[src/rtl/operand_fetch.sv]
// Register-read stage between decode and execute: reads up to two operands,
// forwards same-cycle writebacks and stalls on RAW/WAW through a scoreboard.
module operand_fetch (
  input  logic          clk,
  input  logic          rst_n,
  input  logic [1023:0] gr_i,
  input  logic          in_valid_i,
  output logic          in_ready_o,
  input  logic [4:0]    rs1_i,
  input  logic [4:0]    rs2_i,
  input  logic          rs1_en_i,
  input  logic          rs2_en_i,
  input  logic [4:0]    rd_i,
  input  logic [4:0]    rd2_i,
  input  logic          rd_en_i,
  input  logic          rd2_en_i,
  input  logic          wb_en_i,
  input  logic          wb2_en_i,
  input  logic [4:0]    wb_dest_i,
  input  logic [4:0]    wb2_dest_i,
  input  logic [31:0]   wb_data_i,
  input  logic [31:0]   wb2_data_i,
  input  logic          flush_i,
  output logic          out_valid_o,
  input  logic          out_ready_i,
  output logic [31:0]   op1_o,
  output logic [31:0]   op2_o,
  output logic [4:0]    out_rd_o,
  output logic [4:0]    out_rd2_o,
  output logic          out_rd_en_o,
  output logic          out_rd2_en_o
);

  logic [31:0] pending;
  logic [31:0] pending_nxt;
  logic [31:0] out_dst_mask;
  logic [31:0] retiring;
  logic [31:0] busy;
  logic [31:0] blocked;
  logic        hazard;
  logic        accept;
  logic        handoff;
  logic [31:0] op1_sel;
  logic [31:0] op2_sel;

  // Port 2 overrides port 1 so a dual write to one register reads the later value.
  function automatic logic [31:0] select_operand(
    input logic [4:0]    idx,
    input logic          en,
    input logic [1023:0] regs,
    input logic          hit1,
    input logic [31:0]   data1,
    input logic          hit2,
    input logic [31:0]   data2
  );
    logic [31:0] value;
    value = '0;
    if (!en || idx == 5'd0) begin
      value = '0;
    end else if (hit2) begin
      value = data2;
    end else if (hit1) begin
      value = data1;
    end else begin
      value = regs[{idx, 5'd0} +: 32];
    end
    return value;
  endfunction

  always_comb begin
    out_dst_mask = '0;
    if (out_valid_o && out_rd_en_o) out_dst_mask[out_rd_o] = 1'b1;
    if (out_valid_o && out_rd2_en_o) out_dst_mask[out_rd2_o] = 1'b1;
  end

  always_comb begin
    retiring = '0;
    if (wb_en_i) retiring[wb_dest_i] = 1'b1;
    if (wb2_en_i) retiring[wb2_dest_i] = 1'b1;
  end

  // A register stops blocking only once it is pending and retiring this cycle;
  // the instruction still sitting in the output register always blocks.
  always_comb begin
    busy       = pending | out_dst_mask;
    blocked    = busy & ~(pending & retiring);
    blocked[0] = 1'b0;
  end

  always_comb begin
    hazard = 1'b0;
    if (rs1_en_i && blocked[rs1_i]) hazard = 1'b1;
    if (rs2_en_i && blocked[rs2_i]) hazard = 1'b1;
    if (rd_en_i && blocked[rd_i]) hazard = 1'b1;
    if (rd2_en_i && blocked[rd2_i]) hazard = 1'b1;
  end

  assign in_ready_o = (!out_valid_o || out_ready_i) && !hazard && !flush_i;
  assign accept     = in_valid_i && in_ready_o;
  assign handoff    = out_valid_o && out_ready_i && !flush_i;

  // Set wins over clear when the same register both retires and is handed off.
  always_comb begin
    pending_nxt    = pending & ~retiring;
    if (handoff) pending_nxt = pending_nxt | out_dst_mask;
    pending_nxt[0] = 1'b0;
  end

  always_comb begin
    op1_sel = select_operand(rs1_i, rs1_en_i, gr_i,
                             wb_en_i && wb_dest_i == rs1_i, wb_data_i,
                             wb2_en_i && wb2_dest_i == rs1_i, wb2_data_i);
    op2_sel = select_operand(rs2_i, rs2_en_i, gr_i,
                             wb_en_i && wb_dest_i == rs2_i, wb_data_i,
                             wb2_en_i && wb2_dest_i == rs2_i, wb2_data_i);
  end

  always_ff @(posedge clk or negedge rst_n) begin
    if (!rst_n) begin
      pending <= '0;
    end else begin
      pending <= pending_nxt;
    end
  end

  always_ff @(posedge clk or negedge rst_n) begin
    if (!rst_n) begin
      out_valid_o  <= 1'b0;
      op1_o        <= '0;
      op2_o        <= '0;
      out_rd_o     <= '0;
      out_rd2_o    <= '0;
      out_rd_en_o  <= 1'b0;
      out_rd2_en_o <= 1'b0;
    end else if (flush_i) begin
      out_valid_o <= 1'b0;
    end else if (accept) begin
      out_valid_o  <= 1'b1;
      op1_o        <= op1_sel;
      op2_o        <= op2_sel;
      out_rd_o     <= rd_i;
      out_rd2_o    <= rd2_i;
      out_rd_en_o  <= rd_en_i;
      out_rd2_en_o <= rd2_en_i;
    end else if (handoff) begin
      out_valid_o <= 1'b0;
    end
  end

endmodule

[config.mk]
export PLATFORM = sky130hd
export DESIGN_NAME = operand_fetch
export DESIGN_NICKNAME = d
export VERILOG_FILES = /design/src/rtl/operand_fetch.sv
export SDC_FILE = /design/constraint.sdc
export NUM_CORES = 1
export LEC_CHECK = 0
export CORE_AREA = 10 10 468 470
export CTS_BUF_LIST = sky130_fd_sc_hd__clkbuf_8
export CTS_CLUSTER_SIZE = 24
export DETAILED_ROUTE_END_ITERATION = 16
export DIE_AREA = 0 0 478 480
export GPL_ROUTABILITY_DRIVEN = 1
export PLACE_DENSITY = 0.31
export SLEW_MARGIN = 20
export SYNTH_ARGS = -nofsm -noshare
export SYNTH_HDL_FRONTEND = slang
export SYNTH_SLANG_ARGS = --single-unit
[constraint.sdc]
create_clock -name clk -period 3.8 [get_ports clk]
set_input_delay 0.76 -clock clk [delete_from_list [all_inputs] [get_ports clk]]
set_output_delay 0.76 -clock clk [all_outputs]
set_load 0.05 [all_outputs]
# --- Yosys cells after proc, flatten, opt, wreduce, memory -nomap -nowiden ---
# Index checks and enable logic that the tools add are counted.
# Widths: inputs -> output; s select.
classes:
  order_cmp: 12
  shift: 2
  reduce_logical: 31
  mux: 34
  eq_ne: 4
  bitwise_logic: 10
ops:
  columns: ["operator", "n"]
  rows:
  - ["$shiftx 1024x11->32", 2]
  - ["$mux 32", 11]
  - ["$or 32x32->32", 4]
  - ["$and 32x32->32", 3]
  - ["$not 32->32", 2]
  - ["$lt 5x6->1 const B", 8]
  - ["$bmux 1 s5", 4]
  - ["$demux 1 s5", 4]
  - ["$eq 5x5->1", 4]
  - ["$ge 5x1->1 const B", 4]
  - ["$logic_and 1x1->1", 19]
  - ["$mux 1", 15]
  - ["$logic_not 5->1", 2]
  - ["$logic_not 1->1", 5]
  - ["$logic_or 1x1->1", 3]
  - ["$reduce_bool 3->1", 1]
  - ["$reduce_and 2->1", 1]
  - ["$not 1->1", 1]
word_totals:
  word_cells: 101
  out_inout_bits: 78
  input_bits: 1129
  reg_bits: 108

# --- Longest topological paths before layout ---
logic_depth:
  depth_word: 23
  depth_mapped: 13
  ltp_nobuf: 9

# --- Least setup slack after synthesis ---
# OpenSTA, ideal clock, no wires.
synth_timing:
  path_kind: "input to output"
  from: "input port wb2_dest_i[2]"
  to: "output port in_ready_o"
  n_path_buf: 2
  required_time_ps: 3040
  slack_ps: -706
  arrival_time_ps: 3746
  stages: 9
  path_cell_list: "buf_2 -> or3b_1 -> buf_2 -> o221ai_1 -> o21ai_1 -> mux4_2 -> o2111ai_1 -> o211ai_2 -> nor3b_1"
synth_via:
  elab_chain_len: 19
  elab_cells_between_ends: 29
  cone_classes: "order compare (2); mux (15); bitwise (4); reduce/logical (8)"
synth_rtl:
  columns: ["item", "line", "rtl"]
  rows:
  - ["start, declared", "20", "input logic [4:0] wb2_dest_i,"]
  - ["$lt 5x6->1 (not written as such) / $ge 5x1->1 (equally long branches)", "79", "if (wb2_en_i) retiring[wb2_dest_i] = 1'b1;"]
  - ["$logic_and 1x1->1 (not written as such)", "79", null]
  - ["$mux 1 (not written as such)", "79", null]
  - ["$demux 1 s5 (*)", "79", null]
  - ["$or 32x32->32 (no source line) (*)", null, null]
  - ["$mux 32 (*)", "79", null]
  - ["$and 32x32->32 (*)", "86", "blocked = busy & ~(pending & retiring);"]
  - ["$not 32->32 (*)", "86", null]
  - ["[... 2 more ...]", null, null]
  - ["$mux 1 (not written as such)", "92", "if (rs1_en_i && blocked[rs1_i]) hazard = 1'b1;"]
  - ["$logic_and 1x1->1", "92", null]
  - ["$mux 1", "92", null]
  - ["$mux 1", "93", "if (rs2_en_i && blocked[rs2_i]) hazard = 1'b1;"]
  - ["$mux 1", "94", "if (rd_en_i && blocked[rd_i]) hazard = 1'b1;"]
  - ["$mux 1 (*)", "95", "if (rd2_en_i && blocked[rd2_i]) hazard = 1'b1;"]
  - ["$logic_not 1->1 (*)", "98", "assign in_ready_o = (!out_valid_o || out_ready_i) && !hazard && !flush_i;"]
  - ["$logic_and 1x1->1 (*) (2 in series)", "98", null]
  - ["end, declared", "8", "output logic in_ready_o,"]
# Mark *: on every way between the ends. The rest lies on a longest branch, timed or not. The select of a mux whose other input is x is not followed.

# --- Worst setup path in the final report ---
layout_timing:
  from: "input port wb_dest_i[2]"
  to: "output port in_ready_o"
layout_via:
  elab_chain_len: 20
  elab_cells_between_ends: 30
  cone_classes: "order compare (2); mux (16); bitwise (4); reduce/logical (8)"
layout_rtl:
  columns: ["item", "line", "rtl"]
  rows:
  - ["start, declared", "19", "input logic [4:0] wb_dest_i,"]
  - ["$lt 5x6->1 (not written as such) / $ge 5x1->1 (equally long branches)", "78", "if (wb_en_i) retiring[wb_dest_i] = 1'b1;"]
  - ["$logic_and 1x1->1 (not written as such)", "78", null]
  - ["$mux 1 (not written as such)", "78", null]
  - ["$demux 1 s5 (*)", "78", null]
  - ["$mux 32 (*)", "78", null]
  - ["$or 32x32->32 (no source line)", null, null]
  - ["$mux 32 (*)", "79", null]
  - ["$and 32x32->32 (*)", "86", null]
  - ["[... 3 more ...]", null, null]
  - ["$mux 1 (not written as such)", "92", null]
  - ["$logic_and 1x1->1", "92", null]
  - ["$mux 1", "92", null]
  - ["$mux 1", "93", null]
  - ["$mux 1", "94", null]
  - ["$mux 1 (*)", "95", null]
  - ["$logic_not 1->1 (*)", "98", null]
  - ["$logic_and 1x1->1 (*) (2 in series)", "98", null]
# Marks and branches as above.

==> summary.txt <==
Timing
  – Slew HR: 0.434
  – Achievable Freq: 228 MHz
  – # setup viols final: 76
  – Slew Viols, Final: 0
  – WHS: 345 ps
  – Post-layout min period: 4380 ps
  – Final Worst Setup Slack: -582 ps
  – RSZ-0062 raised after global routing: true
  – Setup TNS: -3280 ps
  – Period utilization: 1.15
  – Hold Vio Cnt, Final: 0
  – Clk_skew: 27.7 ps
  – Slew @ Worst Pin: 850 ps

Routing
  – Max Used Layer: met5
  – Drt drc: 0
  – Met1 Wirelength: 99,700 um
  – ANT nets after route: 0
  – Metal3 WL: 19,700 um
  – Routed WL: 230,000 um
  – Routed vias/inst: 4.37
  – Metal2 WL: 107,000 um
  – TritonRoute pass-1 iters: 5
  – DRT iter0 DRCs: 2,151
  – Via count: 26,556
  – Routed len/inst: 37.9 um

Floorplan
  – Initial Util: 0.114
  – Die Area: 229,000 um2
  – Chip height: 480 um
  – Placement Rows: 168
  – Chip Width: 478 um
  – Boundary pin count: 1,207
  – Core Area: 209,000 um2

Setup path
  – Worst r2r src: out_valid_o
  – Critical path's largest stage delay: 460 ps
  – Endpoint class of the critical path: output port
  – Worst setup path class: in -> out
  – CP Max Fanout: 7
  – Setup crit start: wb_dest_i[2]
  – Sum of buffers and inverters on the critical path: 6
  – CP Data Required Time: 3040 ps
  – Critical Path Start Type: input port
  – CP arrival: 3620 ps
  – CP max stage cell: mux4_2
  – Sequence of cells on the critical path: buf_2, buf_12, buf_4, nand3b_1, o221ai_4, o21ai_4, mux4_2, and2_4, o211ai_1, buf_4, nor3b_4, buf_6, buf_12
  – Crit path max-delay family: buffers and inverters

Final layout
  – Fillers: 22,612
  – Final Core Density: 0.210
  – Post-layout net count: 4,365
  – Commonest cells after routing, fill and taps aside: clkdlybuf4s50_1 (1,185), mux4_2 (644), buf_4 (365)
  – P&R area growth vs syn: 84.8%
  – Most common cell after layout, fill and taps aside: clkdlybuf4s50_1
  – Share of layout cells above drive strength 1: 0.407

Global route
  – GRT Util Overall: 0.191
  – Total grt overflow: 0
  – Initial antenna violation count: 147
  – Vias in the first global route: 28,629
  – First-pass GRT wire length: 297,000 um
  – Largest net degree at the start of global routing: 65

Yosys
  – Yosys cell types: 69
  – Post-synthesis instance area: 23,800 um2
  – Post-synth EDFFs: 0
  – Post-synthesis sequential area ratio: 0.113
  – Synth Register Bits: 108
  – Post-synth top flop: dfrtp_1
  – Post-synthesis instance total: 1,792
  – Syn avg cell area: 13.3 um2
  – Ys async rst share: 1.00
  – YS warnings: 0
  – Mapped Nets: 2,921

Run
  – Max-cap check violation count: 0

Pwr
  – Peak supply drop: 277 uV
  – Power Density: 233 nW/um2
  – Leak: 15.2 nW

Clocking
  – Inserted Clock Buffers: 9
  – CTS clk-pin slew, worst paths: 120 ps
  – Clock Latency Late Sink: 500 ps
  – CTS sink count: 108
  – CTS Hold Bufs: 0
  – CTS tree: built
  – H-tree Lvls: 3
  – Clk root buf: clkbuf_8
  – Max clock buf depth: 2

Placement
  – Final Wtd Congestion: 0.860
  – # port buffers: 1,206
  – Post-DP HPWL: 204,000 um

Run status
  – Failing checks: negative setup slack
  – Outcome: finished, violations left

Min path
  – Hold WC Path Type: in -> async
[sequential cells by signal (all words and copies together), names as in the netlist]
register      cells
out_rd_o          5
op2_o            32
out_rd_en_o       1
op1_o            32
out_rd2_en_o      1
pending          31
out_rd2_o         5
out_valid_o       1
[synthesized netlist by cell type (4+ instances only)]
master      n  area (um2)
a211oi_1   69         518
a21oi_1    69         345
a22oi_1    40         300
and3_1      6        37.5
and3b_1     6        52.6
and4b_1     4        40.0
buf_1      72         270
buf_2      13        65.1
buf_4       4        30.0
clkbuf_1  141         529
dfrtp_1   108        2700
inv_1      12        45.0
mux2_2     47         529
mux2_4     29         435
mux2i_1    73         731
mux4_2    644       14500
nand2_1    16        60.1
nand2b_1   10        62.6
nand3_1    12        60.1
nand3b_1   15         113
nand4_1     4        25.0
nor2_1    153         574
nor2b_1     6        37.5
nor3_1      7        35.0
nor3b_1     8        60.1
nor4_1      4        25.0
nor4bb_1    4        40.0
o211ai_1   13        97.6
o21ai_0    58         290
o21ai_1    10        50.1
o221ai_1   30         263
o22a_1      5        43.8
o22ai_1    21         131
or3b_1      6        52.6
xnor2_1     4        35.0
xor2_1     16         140
[path summary, 6_finish.rpt]
path / slack (ps) / cells after the start / to
min in group clk: 520 / 1 / op1_o[15]
setup reg to reg: -40 / 17 / out_rd_o[0]
setup / recovery: -580 / 13 / in_ready_o
hold reg to reg: 520 / 1 / op1_o[15]
max in group asynchronous: 2670 / 2 / op2_o[28]
hold / removal: 340 / 1 / out_rd_o[1]
[kinds of logic (layout without fill, tap and decap cells)]
family | count (synthesis) | count (layout) | share of synthesized area
mux | 793 | 793 | 0.680
flops | 108 | 108 | 0.113
simple gates | 274 | 274 | 0.0579
buf+inv | 248 | 1697 | 0.0428
compound gates | 349 | 349 | 0.0985
other cells | 0 | 33 | 0
xor+xnor | 20 | 20 | 0.00735
[power by group]
part	total [mW]	leakage (nW)	internal (mW)	switching (mW)
clock network	0.948	0.127	0.435	0.513
registers	1.70	1.41	1.43	0.266
logic	7.63	13.7	3.84	3.79
[timing repair]
item                                    in CTS  in global routing
endpoints found under the setup margin      78                 55
setup buffers                               32                  9
pin swaps                                   32                 12
gates resized for setup                    157                 64
gates cloned                                 0                  3
[area by class of cell]
type	count	area (um2)	area share
multi-input cells	1436	20900	0.474
repair buffers	1667	16600	0.376
well taps	2805	3510	0.0797
flip-flops and latches	108	2710	0.0615
clock buffers	9	124	0.00281
clock inverters	7	115	0.00261
diodes	33	82.6	0.00188
inverters	14	65.1	0.00148
[metrics by stage]
| step | power (mW) | cell area, um2 | cells | setup WS (ps) |
|---|---|---|---|---|
| 2_1_floorplan | 5.06 | 23900 | 1792 | 0.698 |
| 3_3_place_gp | 9.22 | 42500 | 5989 | -1090 |
| 3_5_place_dp | 9.23 | 42500 | 5989 | -1070 |
| 4_1_cts | 10.4 | 43600 | 6035 | -522 |
| 5_1_grt | 10.8 | 44000 | 6053 | -629 |
| 6_report | 10.3 | 44000 | 6079 | -582 |
[per-layer routing]
metal  GRT usage  vias up
met5           0        -
met4      0.0247       96
met3      0.0626      252
met2       0.313     1212
met1       0.252    14059
li1            -    10937
(Power assumes the default switching activity.)
